$ cat config.mk
export PLATFORM = sky130hd
export DESIGN_NAME = brightness_gain_pipe
export DESIGN_NICKNAME = d
export VERILOG_FILES = /design/src/rtl/brightness_gain_pipe.sv
export SDC_FILE = /design/constraint.sdc
export NUM_CORES = 1
export LEC_CHECK = 0
export ABC_CLOCK_PERIOD_IN_PS = 6800
export CAP_MARGIN = 15
export CORE_AREA = 5 5 102 152
export CTS_BUF_LIST = sky130_fd_sc_hd__clkbuf_8
export CTS_CLUSTER_SIZE = 30
export DETAILED_ROUTE_END_ITERATION = 10
export DIE_AREA = 0 0 107 157
export PLACE_DENSITY_LB_ADDON = 0.15
export SLEW_MARGIN = 20
export SYNTH_ARGS = -nofsm -noshare
export SYNTH_HDL_FRONTEND = slang
export SYNTH_SLANG_ARGS = --single-unit
$ cat constraint.sdc
create_clock -name clk -period 6.8 [get_ports clk]
set_input_delay 0.68 -clock clk [delete_from_list [all_inputs] [get_ports clk]]
set_output_delay 0.68 -clock clk [all_outputs]
set_load 0.005 [all_outputs]
$ cat src/rtl/brightness_gain_pipe.sv
// Two-stage Avalon-ST brightness/gain stage: S1 multiplies each channel by a frame-locked gain,
// S2 rounds, saturates and optionally inverts into the output registers.
module brightness_gain_pipe #(
    parameter int CH_W   = 4,
    parameter int N_CH   = 3,
    parameter int GAIN_W = 4,
    parameter int FRAC_W = 2,
    parameter int CNT_W  = 16
) (
    input  logic                   clk,
    input  logic                   reset,
    input  logic [GAIN_W-1:0]      gain,
    input  logic [1:0]             mode,
    input  logic [N_CH*CH_W-1:0]   data_in,
    input  logic                   sop_in,
    input  logic                   eop_in,
    input  logic                   valid_in,
    output logic                   ready_out,
    output logic [N_CH*CH_W-1:0]   data_out,
    output logic                   sop_out,
    output logic                   eop_out,
    output logic                   valid_out,
    input  logic                   ready_in,
    output logic [CNT_W-1:0]       frame_cnt
);

    localparam int P_W  = CH_W + GAIN_W;
    // One spare bit so the rounding add can never wrap, whatever the parameters.
    localparam int R_W  = P_W + 1;
    localparam int HALF = (FRAC_W > 0) ? (1 << ((FRAC_W > 0) ? (FRAC_W - 1) : 0)) : 0;
    localparam logic [CH_W-1:0]   CH_MAX     = '1;
    localparam logic [GAIN_W-1:0] GAIN_UNITY = GAIN_W'(1) << FRAC_W;

    localparam logic [1:0] MODE_BYPASS   = 2'b00;
    localparam logic [1:0] MODE_GAIN     = 2'b01;
    localparam logic [1:0] MODE_INV      = 2'b10;
    localparam logic [1:0] MODE_GAIN_INV = 2'b11;

    logic                  en;
    logic                  sink_fire;
    logic                  src_fire;
    logic [GAIN_W-1:0]     gain_reg;
    logic [1:0]            mode_reg;
    logic [GAIN_W-1:0]     gain_eff;
    logic [1:0]            mode_eff;

    logic                  s1_valid_reg;
    logic                  s1_sop_reg;
    logic                  s1_eop_reg;
    logic [1:0]            s1_mode_reg;
    logic [N_CH*CH_W-1:0]  s1_pix_reg;
    logic [P_W-1:0]        prod_next [N_CH];
    logic [P_W-1:0]        s1_prod_reg [N_CH];

    logic [N_CH*CH_W-1:0]  pix_next;
    logic [N_CH*CH_W-1:0]  data_out_reg;
    logic                  sop_out_reg;
    logic                  eop_out_reg;
    logic                  valid_out_reg;
    logic [CNT_W-1:0]      frame_cnt_reg;

    assign en        = ready_in || !valid_out_reg;
    assign ready_out = en;
    assign sink_fire = valid_in && en;
    assign src_fire  = valid_out_reg && ready_in;

    // The SOP beat itself already uses the newly requested gain and mode.
    assign gain_eff = sop_in ? gain : gain_reg;
    assign mode_eff = sop_in ? mode : mode_reg;

    genvar gi;
    generate
        for (gi = 0; gi < N_CH; gi++) begin : g_ch
            logic [CH_W-1:0] ch_in;
            logic [CH_W-1:0] ch_raw;
            logic [R_W-1:0]  ch_rnd;
            logic [CH_W-1:0] ch_sat;
            logic [CH_W-1:0] ch_pick;

            assign ch_in         = data_in[gi*CH_W +: CH_W];
            assign prod_next[gi] = P_W'(ch_in) * P_W'(gain_eff);

            assign ch_raw = s1_pix_reg[gi*CH_W +: CH_W];
            assign ch_rnd = (R_W'(s1_prod_reg[gi]) + R_W'(HALF)) >> FRAC_W;
            assign ch_sat = (ch_rnd > R_W'(CH_MAX)) ? CH_MAX : ch_rnd[CH_W-1:0];

            always_comb begin
                ch_pick = ch_raw;
                case (s1_mode_reg)
                    MODE_BYPASS:   ch_pick = ch_raw;
                    MODE_GAIN:     ch_pick = ch_sat;
                    MODE_INV:      ch_pick = CH_MAX - ch_raw;
                    MODE_GAIN_INV: ch_pick = CH_MAX - ch_sat;
                    default:       ch_pick = ch_raw;
                endcase
            end

            assign pix_next[gi*CH_W +: CH_W] = ch_pick;
        end
    endgenerate

    always_ff @(posedge clk) begin
        if (!reset) begin
            gain_reg      <= GAIN_UNITY;
            mode_reg      <= MODE_BYPASS;
            s1_valid_reg  <= 1'b0;
            s1_sop_reg    <= 1'b0;
            s1_eop_reg    <= 1'b0;
            s1_mode_reg   <= MODE_BYPASS;
            s1_pix_reg    <= '0;
            for (int i = 0; i < N_CH; i++) begin
                s1_prod_reg[i] <= '0;
            end
            data_out_reg  <= '0;
            sop_out_reg   <= 1'b0;
            eop_out_reg   <= 1'b0;
            valid_out_reg <= 1'b0;
            frame_cnt_reg <= '0;
        end else begin
            if (sink_fire && sop_in) begin
                gain_reg <= gain;
                mode_reg <= mode;
            end
            // Both stages advance together or hold together, so the output obeys the hold rule.
            if (en) begin
                s1_valid_reg  <= valid_in;
                s1_sop_reg    <= sop_in;
                s1_eop_reg    <= eop_in;
                s1_mode_reg   <= mode_eff;
                s1_pix_reg    <= data_in;
                for (int i = 0; i < N_CH; i++) begin
                    s1_prod_reg[i] <= prod_next[i];
                end
                data_out_reg  <= pix_next;
                sop_out_reg   <= s1_sop_reg;
                eop_out_reg   <= s1_eop_reg;
                valid_out_reg <= s1_valid_reg;
            end
            if (src_fire && eop_out_reg) begin
                frame_cnt_reg <= frame_cnt_reg + CNT_W'(1);
            end
        end
    end

    assign data_out  = data_out_reg;
    assign sop_out   = sop_out_reg;
    assign eop_out   = eop_out_reg;
    assign valid_out = valid_out_reg;
    assign frame_cnt = frame_cnt_reg;

endmodule

# Word-level counts from Yosys, hierarchy flattened
# Memory sizes are Yosys's and may differ from the RTL's.
# Index checks and enable logic that the tools add are counted.
[classes] mux=15 n_lt_le_gt_ge=3 n_mul=3 addsub=10 bitwise_logic=3 n_reduce_logical=7 n_eq_ne=3
[ops] op="4-bit case mux with 4 select lines" count=3
[ops] op="8-bit by 2-bit adder with 9-bit output, second input constant" count=3
[ops] op="4-bit by 4-bit multiplier with 8-bit output" count=3
[ops] op="8-bit 2-to-1 mux" count=3
[ops] op="4-bit subtractor, first input constant" count=6
[ops] op="7-bit by 4-bit > comparator with 1-bit output, second input constant" count=3
[ops] op="16-bit by 1-bit adder with 16-bit output, second input constant" count=1
[ops] op="4-bit 2-to-1 mux" count=4
[ops] op="2-bit == test, second input constant" count=2
[ops] op="1-bit logical AND" count=4
[ops] op="1-bit 2-to-1 mux" count=4
[ops] op="1-bit OR" count=3
[ops] op="2-bit by 1-bit == test with 1-bit output, second input constant" count=1
[ops] op="2-bit zero test" count=1
[ops] op="2-bit 2-to-1 mux" count=1
[ops] op="1-bit zero test" count=1
[ops] op="1-bit logical OR" count=1
[word_totals] ramBits=24 memories=1 reg_bits=54 input_bits=24
[mem_list] name="s1_prod_reg" words=3 width=8 rd=3 rd_clocked_by_memory_dff=0 write_ports=3 line_no="53" text="logic [P_W-1:0] s1_prod_reg [N_CH];"

# Depth between registers and ports, before layout
[depth] word_depth=6 mapped_depth=13 ltp_nobuf=11

# Least setup slack after synthesis
# No wires, ideal clock.
[synth_timing] path_kind="input to register" from="input sop_in" to="memory s1_prod_reg[0][23] (netlist bit) (data pin)" path_stages=13 t_arrival_ps=3615 setup_ps=265 slack_ps=2919 n_path_buf=2 cell_sequence="buf_2 -> mux2i_1 -> clkbuf_1 -> nand2b_1 -> fa_1 -> inv_1 -> fa_1 -> ha_1 -> a21o_1 -> a21oi_1 -> nor2b_1 -> nor4bb_1 -> or3_1"
[synth_lines] element="start: declaration" line_no="15" text="input logic sop_in,"
[synth_lines] element="end: declaration" line_no="53"

==> results.ini <==
[critical_path]
r2r-start=gain_reg[1]
crit_path_start_kind=input pin
criticalPathCategory=input pin to flip-flop
end_kind=flip-flop
crit_fanout=12
crit_start=sop_in
arrival_ns=4.60
required_ns=6.90

[worst_hold_path]
hp-start=s1_pix_reg[3]
min_path_type=flip-flop to flip-flop

[place]
port_buffers=55
dp_cells=722
gp_congestion=0.746
hpwl_mm=8.08

[clock_tree]
cts_setup_buffers=0
root_buffer=clkbuf_8
cts_resized=0
cts_buffers=9
clockBufferDepth=2
htree_levels=3
cts_sinks=75
clk_latency_ns=0.35
cts_hold_buffers=0
clk_pin_slew_ns=0.08
cts_tree=done

[route]
vias=3781
drc=0
drtIter0Drc=116
routed_wl_mm=10.9
routed_via_density=5.12
wl_per_cell_um=14.7
drt.antenna.violating_nets=0
drt-pass1-iter-count=4

[sta]
maxSlewHeadroom_pct=35.4
finClkSkew_ns=0.00610
slew_viol_final=0
grt_setup_unrepaired=no
period_share_pct=66.3
tightest_slew_ns=0.941
fmax_mhz=222
finalSetupViolCount=0
fin_tns_setup_ns=0
layout_min_cycle_time_ns=4.51
hold_viol_final=0

[global_routing]
grt_pass1_vias=3672
gr-usage-all-layers_pct=13.4
grt_max_degree=44
grt_pass1_wl_mm=18.0
grt_overflow_total=0
antenna_found_initial=0

[finish]
fillCellCount=1417
num-nets-final=644
finalNonFillerCells=738
multiInputGateArea_um2=2900
drive_above_1_share_pct=4.89
diodes=0
largest_reg_flops=21
areaGrowthSynthToFinish_pct=19.7
seq_area_um2=1710

[run]
drv_cap=0

[floorplanning]
std_cell_rows=53
die_height_um=157
pin_count=56
die_area_um2=16800
start_util_pct=34.3
core_area_um2=13900
die_w_um=107

[yosys]
synth_cell_types=51
yosysSeqAreaShare_pct=35.8
synth_edf_count=21
synth_warnings=0
netlist_instances=524
async_flop_share_pct=0
synth_flop_cell=dfxtp_1
ys_ff_latch=75
synth_area_um2=4770
syn_nets=600
syn_area_per_cell_um2=9.11

[power]
finalPower_mw=1.20
p_per_area_nw_per_um2=211
vdd_ir_drop_max_mv=0.0822
leakage_nw=2.48

[status]
status=completed

==> path summary, 6_finish.rpt <==
check        slack [ns]                 end  cells past startpoint
min reg2reg        0.46       s1_pix_reg[3]                      2
min                0.46       s1_pix_reg[3]                      2
max                2.29  s1_prod_reg[0][23]                     12
max reg2reg        3.18  s1_prod_reg[0][23]                     11
==> final cells by class <==
| class | instances | area share, % |
|---|---|---|
| flip-flops and latches | 75 | 29.9 |
| clock inverters | 7 | 2.30 |
| clock buffers | 9 | 2.17 |
| repair buffers | 62 | 10.5 |
| well taps | 165 | 3.61 |
| inverters | 11 | 0.722 |
| multi-input cells | 409 | 50.7 |
==> cells in the mapped netlist, types with 3 or more instances <==
| library cell | count | area share, % |
|---|---|---|
| a21oi_1 | 32 | 3.4 |
| clkbuf_1 | 14 | 1.1 |
| buf_2 | 10 | 1.0 |
| mux2i_1 | 18 | 3.8 |
| edfxtp_1 | 21 | 13 |
| nor3_1 | 5 | 0.52 |
| o21ai_0 | 8 | 0.84 |
| dfxtp_1 | 54 | 23 |
| nand3b_1 | 3 | 0.47 |
| nand4_1 | 5 | 0.66 |
| and4_1 | 5 | 0.92 |
| a211oi_1 | 5 | 0.79 |
| nor2b_1 | 45 | 5.9 |
| and2_1 | 3 | 0.39 |
| nor4_1 | 6 | 0.79 |
| inv_1 | 10 | 0.79 |
| ha_1 | 40 | 10 |
| a21o_1 | 8 | 1.3 |
| and3_1 | 17 | 2.2 |
| o22ai_1 | 5 | 0.66 |
| xor2_1 | 18 | 3.3 |
| xnor2_1 | 8 | 1.5 |
| nor2_1 | 57 | 4.5 |
| a41oi_1 | 4 | 0.73 |
| fa_1 | 12 | 5.0 |
| buf_1 | 4 | 0.31 |
| a31oi_1 | 5 | 0.66 |
| nand2_1 | 49 | 3.9 |
| nor3b_1 | 3 | 0.47 |
| nand3_1 | 7 | 0.73 |
| nand2b_1 | 14 | 1.8 |
| a221o_1 | 4 | 0.84 |
==> per-stage QoR <==
step	hold slack, ns	setup slack [ns]	utilization, %	area (um2)
5_1_grt	0.484	2.06	41.1	5720
6_report	0.458	2.29	41.1	5720
2_1_floorplan	0.432	2.92	-	4770
4_1_cts	0.461	2.25	41.1	5720
3_5_place_dp	0.447	1.86	39.2	5460
3_3_place_gp	0.441	1.98	39.2	5460
==> power by group <==
group | switching (mW) | internal (mW)
combinational | 0.115 | 0.116
sequential | 0.0321 | 0.497
clock | 0.166 | 0.277
==> logic make-up (layout without fill, tap and decap cells) <==
group | count (synthesis) | in the layout | synth area share (%)
AOI/OAI and AO/OA | 85 | 85 | 11.8
adders and majority gates | 52 | 52 | 15.5
muxes | 18 | 18 | 3.77
buffers and inverters | 40 | 89 | 3.49
DFF | 75 | 75 | 35.8
xor gates and xnor gates | 26 | 26 | 4.77
and+or+nand+nor | 228 | 228 | 24.8
==> cell usage in the layout, fill, tap and decap left out, drive strengths merged, types with 8 or more instances in the layout <==
master and instances:
xor2 18, xnor2 8, and3 17, a21oi 32, nand2 49, clkbuf 9
fa 12, nor2b 45, ha 40, inv 12, clkdlybuf4s50 55, mux2i 18
dfxtp 54, o21ai 8, nand2b 14, edfxtp 21, nor2 57, a21o 8
==> worst max-delay path: stages <==
cell,delay (ns)
clkdlybuf4s50_1,0.72
mux2i_1,0.84
nand2b_1,0.21
fa_1,0.41
inv_1,0.09
fa_1,0.43
ha_1,0.32
a21o_1,0.18
a21oi_1,0.17
nor2b_1,0.09
nor4bb_1,0.13
or3_1,0.35
==> routing by layer <==
metal	vias up	track usage (%)	wire [um]
li1	1929	-	-
met3	9	2.42	435
met1	1771	15.4	4720
met2	72	24.4	5560
met5	-	0	0
met4	0	5.61	164
No activity file was read; power rests on OpenSTA's default activity.
